===== src/rtl/lib_switch_rr_allocator.sv =====
// Per-output round-robin switch allocator for an NxM packet crossbar.
// Selects/grants are combinational; lock, owner and rotation pointer are registered per output.
module lib_switch_rr_allocator #(
    parameter int unsigned N = 5,
    parameter int unsigned M = 5
) (
    input  logic                clk,
    input  logic                reset_n,
    input  logic                ce,
    input  logic [N-1:0][M-1:0] i_req,
    input  logic [N-1:0]        i_tail,
    input  logic [M-1:0]        i_out_ready,
    output logic [M-1:0][N-1:0] o_sel,
    output logic [N-1:0]        o_grant
);

    localparam int unsigned IdxW = (N > 1) ? $clog2(N) : 1;
    typedef logic [IdxW-1:0] idx_t;

    logic [M-1:0]        lock_q, lock_d;
    idx_t [M-1:0]        owner_q, owner_d;
    idx_t [M-1:0]        ptr_q, ptr_d;

    logic [N-1:0][M-1:0] hreq;
    logic [M-1:0][N-1:0] elig;
    logic [M-1:0]        xfer;
    idx_t [M-1:0]        xfer_idx;
    logic [IdxW:0]       pick;

    // Returns {found, index} of the first eligible input at or after ptr, wrapping at N-1.
    function automatic logic [IdxW:0] rr_pick(input logic [N-1:0] el, input idx_t ptr);
        logic [IdxW:0] res;
        idx_t          cand;
        res = '0;
        for (int k = 0; k < int'(N); k++) begin
            cand = idx_t'((int'(ptr) + k) % int'(N));
            if (el[cand] && !res[IdxW]) begin
                res = {1'b1, cand};
            end
        end
        return res;
    endfunction

    // Keep only the lowest set request bit of each input, then view requests per output.
    always_comb begin
        elig = '0;
        for (int n = 0; n < int'(N); n++) begin
            hreq[n] = i_req[n] & (~i_req[n] + M'(1));
            for (int m = 0; m < int'(M); m++) begin
                elig[m][n] = hreq[n][m];
            end
        end
    end

    always_comb begin
        o_sel    = '0;
        o_grant  = '0;
        xfer     = '0;
        xfer_idx = '0;
        pick     = '0;
        for (int m = 0; m < int'(M); m++) begin
            pick = rr_pick(elig[m], ptr_q[m]);
            if (lock_q[m]) begin
                // Path is held for the owner even when it stalls or drops its request.
                o_sel[m][owner_q[m]] = 1'b1;
                xfer[m]              = ce & i_out_ready[m] & hreq[owner_q[m]][m];
                xfer_idx[m]          = owner_q[m];
            end else begin
                xfer[m]     = ce & i_out_ready[m] & pick[IdxW];
                xfer_idx[m] = pick[IdxW-1:0];
                if (xfer[m]) begin
                    o_sel[m][xfer_idx[m]] = 1'b1;
                end
            end
            if (xfer[m]) begin
                o_grant[xfer_idx[m]] = 1'b1;
            end
        end
        if (!reset_n) begin
            o_sel   = '0;
            o_grant = '0;
        end
    end

    always_comb begin
        lock_d  = lock_q;
        owner_d = owner_q;
        ptr_d   = ptr_q;
        for (int m = 0; m < int'(M); m++) begin
            if (xfer[m]) begin
                if (lock_q[m]) begin
                    if (i_tail[owner_q[m]]) begin
                        lock_d[m] = 1'b0;
                    end
                end else begin
                    ptr_d[m] = (xfer_idx[m] == idx_t'(N - 1)) ? '0 : xfer_idx[m] + 1'b1;
                    if (!i_tail[xfer_idx[m]]) begin
                        lock_d[m]  = 1'b1;
                        owner_d[m] = xfer_idx[m];
                    end
                end
            end
        end
    end

    always_ff @(posedge clk) begin
        if (!reset_n) begin
            lock_q  <= '0;
            owner_q <= '0;
            ptr_q   <= '0;
        end else if (ce) begin
            lock_q  <= lock_d;
            owner_q <= owner_d;
            ptr_q   <= ptr_d;
        end
    end

endmodule


===== config.mk =====
export PLATFORM = sky130hd
export DESIGN_NAME = lib_switch_rr_allocator
export DESIGN_NICKNAME = d
export VERILOG_FILES = /design/src/rtl/lib_switch_rr_allocator.sv
export SDC_FILE = /design/constraint.sdc
export NUM_CORES = 1
export LEC_CHECK = 0
export ABC_CLOCK_PERIOD_IN_PS = 22500
export BUFFER_PORTS_ARGS = -buffer_cell sky130_fd_sc_hd__buf_2
export CAP_MARGIN = 10
export CORE_MARGIN = 2
export CORE_UTILIZATION = 30
export CTS_BUF_LIST = sky130_fd_sc_hd__clkbuf_4
export CTS_CLUSTER_DIAMETER = 30
export DETAILED_ROUTE_END_ITERATION = 12
export PLACE_DENSITY = 0.48
export SLEW_MARGIN = 5
export SYNTH_ARGS = -nofsm -noshare
export SYNTH_HDL_FRONTEND = slang
export SYNTH_SLANG_ARGS = --single-unit

===== constraint.sdc =====
create_clock -name clk -period 22.5 [get_ports clk]
set_input_delay 6.75 -clock clk [delete_from_list [all_inputs] [get_ports clk]]
set_output_delay 6.75 -clock clk [all_outputs]
set_load 0.005 [all_outputs]

==> results.sh <==
export IMPL_status="complete, no violations"
export IMPL_pin_count=68
export IMPL_finalCriticalPeriod_ns=17.55
export IMPL_ys_seq_area_share_pct=5.73
export IMPL_yosysWarnings=0
export IMPL_tritoncts="done"
export IMPL_numCtsBuffers=5
export IMPL_synth_seq_cells=35
export IMPL_netlist_area_leader_share_pct=11.9
export IMPL_routed_via_density=5.90
export IMPL_nets=1864
export IMPL_critPathKind="primary input to output port"
export IMPL_fin_ws_ns=4.95
export IMPL_syn_area_um2=12200
export IMPL_fin_area_um2=12900
export IMPL_yosys_top_cells_area="ha_1 (12%), dfxtp_1 (5.7%), mux2i_1 (5.5%)"
export IMPL_maxCapViolations=0
export IMPL_place_hpwl_um=32700
export IMPL_slew_viol_final=0
export IMPL_die_h_um=206
export IMPL_use_met3_pct=1.56
export IMPL_p_per_area_nw_per_um2=133
export IMPL_num_vias=13200
export IMPL_grt_usage_pct=19.1
export IMPL_post_drt_wl_per_cell_um=18.7
export IMPL_grt_pass1_wl_um=66400
export IMPL_dp_slack_ns=5.04
export IMPL_final_util_pct=32.4
export IMPL_synth_ff_type="dfxtp_1"
export IMPL_yosysTopAreaCell="ha_1"
export IMPL_cpMaxStageDelayCell="nor3b_1"
export IMPL_wl_um=42000
export IMPL_synth_most_common_cell="nor2_1"
export IMPL_relSlewSlack_pct=22.4
export IMPL_grt_ovfl_total=0
export IMPL_synthXorXnorAreaFrac_pct=3.67
export IMPL_place_area_um2=12900
export IMPL_cts_path_max_buffers=2
export IMPL_synth_compound_area_share_pct=35.9
export IMPL_hold_buffers=0
export IMPL_design_core_area_um2=40000
export IMPL_worst_slew_pin_slew_ns=1.16
export IMPL_antenna_found_initial=5
export IMPL_path_max_fanout=17
export IMPL_finalSetupTns_ns=0
export IMPL_grt_pass1_vias=12200
export IMPL_netlist_instances=1721
export IMPL_io_buffers=67
export IMPL_grt_max_degree=34
export IMPL_synthDistinctLibCells=111
export IMPL_top_usage_layer="met2"
export IMPL_worstSetupStartpointType="primary input"
export IMPL_rsz0062_at_grt="no"
export IMPL_critPathArrivalTime_ns=10.80
export IMPL_die_w_um=206
export IMPL_cts_setup_buffers=0
export IMPL_cts_root_buf="clkbuf_4"
export IMPL_cp_data_required_time_ns=15.75
export IMPL_hold_class="register to register"
export IMPL_area_growth_syn_to_layout_pct=5.94
export IMPL_use_met1_pct=27.8
export IMPL_crit_top_cell="buf_2"
export IMPL_worst_path_largest_cell_delay_ns=0.97
export IMPL_initial_core_util_pct=30.6
export IMPL_postSynth_asyncResetShare_pct=0
export IMPL_crit_chain="buf_2 -> nor3b_1 -> a21oi_1 -> a32oi_2 -> nor4b_1 -> o22ai_1 -> nand3_1 -> mux2i_1 -> inv_1 -> a32o_1 -> o41a_1 -> buf_2"
export IMPL_dr_pass1_iters=5
export IMPL_max_freq_ghz=0.0570
export IMPL_synth_edf_count=0
export IMPL_drc=0
export IMPL_ant_nets=0
export IMPL_p_leak_nw=5.15
export IMPL_skew_ns=0.00642
export IMPL_finalSetupViolCount=0
export IMPL_synthMuxAreaShare_pct=9.20
export IMPL_end_kind="output port"
export IMPL_period_share_pct=78.0
export IMPL_ys_top_cells_by_count="nor2_1 (149), nand2_1 (140), ha_1 (116)"
export IMPL_finalHoldViolCount=0
export IMPL_rows=73
export IMPL_path_clk_slew_ns=0.12
export IMPL_finalPower_mw=1.72
export IMPL_drt_initial_drc_count=1007
export IMPL_post_cts_resized=0
export IMPL_synthSimpleGateAreaFrac_pct=27.0
export IMPL_die_area_um2=42400
export IMPL_worst_skew_pair_late_latency_ns=0.37
export IMPL_htree_levels=2
export IMPL_place_congestion=0.940
export IMPL_drive_gt1_share_pct=11.1
export IMPL_cts_sinks=35
export IMPL_met2_usage_pct=30.2
export IMPL_syn_area_per_cell_um2=7.10
export IMPL_synthAdderAreaFrac_pct=11.9
export IMPL_synth_top_family_by_area="compound AO/OA/AOI/OAI gates"
export IMPL_syn_nets=1875
export IMPL_ir_drop_mv=0.0497
## layout make-up
type,instances,area (um^2)
clock buffers,6,45.0
clock inverters,2,7.51
multi-input cells,1486,10700
inverters,104,395
diodes,5,12.5
repair buffers,78,418
well taps,525,657
fillers,4306,27100
flip-flops and latches,35,701
## report_power, final
group / internal [mW] / switching, mW / total, mW
clock network: 0.0128 / 0.0249 / 0.0377
logic: 0.606 / 0.962 / 1.57
registers: 0.0760 / 0.0360 / 0.112
total: 0.695 / 1.02 / 1.72
## path summary, 6_finish.rpt
kind               from    endpoint  slack [ns]  cells past startpoint
max           i_req[15]  o_grant[3]        4.95                     12
min          owner_q[8]  owner_q[8]        0.55                      2
max reg2reg    ptr_q[4]    ptr_q[5]       15.60                     19
min reg2reg  owner_q[8]  owner_q[8]        0.55                      2
## per-stage QoR
stage | hold slack (ns) | std cells
floorplan | 0.485 | 1721
finish | 0.548 | 2241
detailed placement | 0.530 | 2228
global placement | 0.530 | 2228
global route | 0.561 | 2239
CTS | 0.545 | 2236
## layer usage
| metal | routed length, um | up-vias |
|---|---|---|
| met1 | 20700 | 6239 |
| met5 | 0 | - |
| li1 | - | 6516 |
| met3 | 2010 | 53 |
| met4 | 955 | 0 |
| met2 | 18300 | 407 |
## registers in the layout, summed over array words and instances, names as in the netlist
signal and flops:
owner_q 15, lock_q 5, ptr_q 15
## cell families (layout without fill, tap and decap cells)
group	count (synthesis)	after routing
simple gates	640	640
compound gates	585	585
buf+inv	200	190
fa+ha+maj	116	116
mux	98	98
xor+xnor	47	47
flops	35	35
other cells	0	5
## worst max-delay path: cells and delay by family
kind / cells / cell delay, ns
compound gates: 5 / 1.59
simple gates: 3 / 1.33
buf+inv: 3 / 0.56
mux: 1 / 0.55
## placed cells by master (no fill, tap or decap), types with 35 or more instances in the layout
| master | synthesis | routed |
|---|---|---|
| nor2_1 | 149 | 149 |
| nand2_1 | 140 | 140 |
| ha_1 | 116 | 116 |
| a21oi_1 | 112 | 112 |
| inv_1 | 88 | 88 |
| o21ai_0 | 67 | 67 |
| mux2i_1 | 67 | 67 |
| buf_2 | 22 | 67 |
| nor3_1 | 62 | 62 |
| nand2b_1 | 48 | 48 |
| nand3_1 | 45 | 45 |
| xnor2_1 | 38 | 38 |
| dfxtp_1 | 35 | 35 |
(Power assumes the default switching activity.)
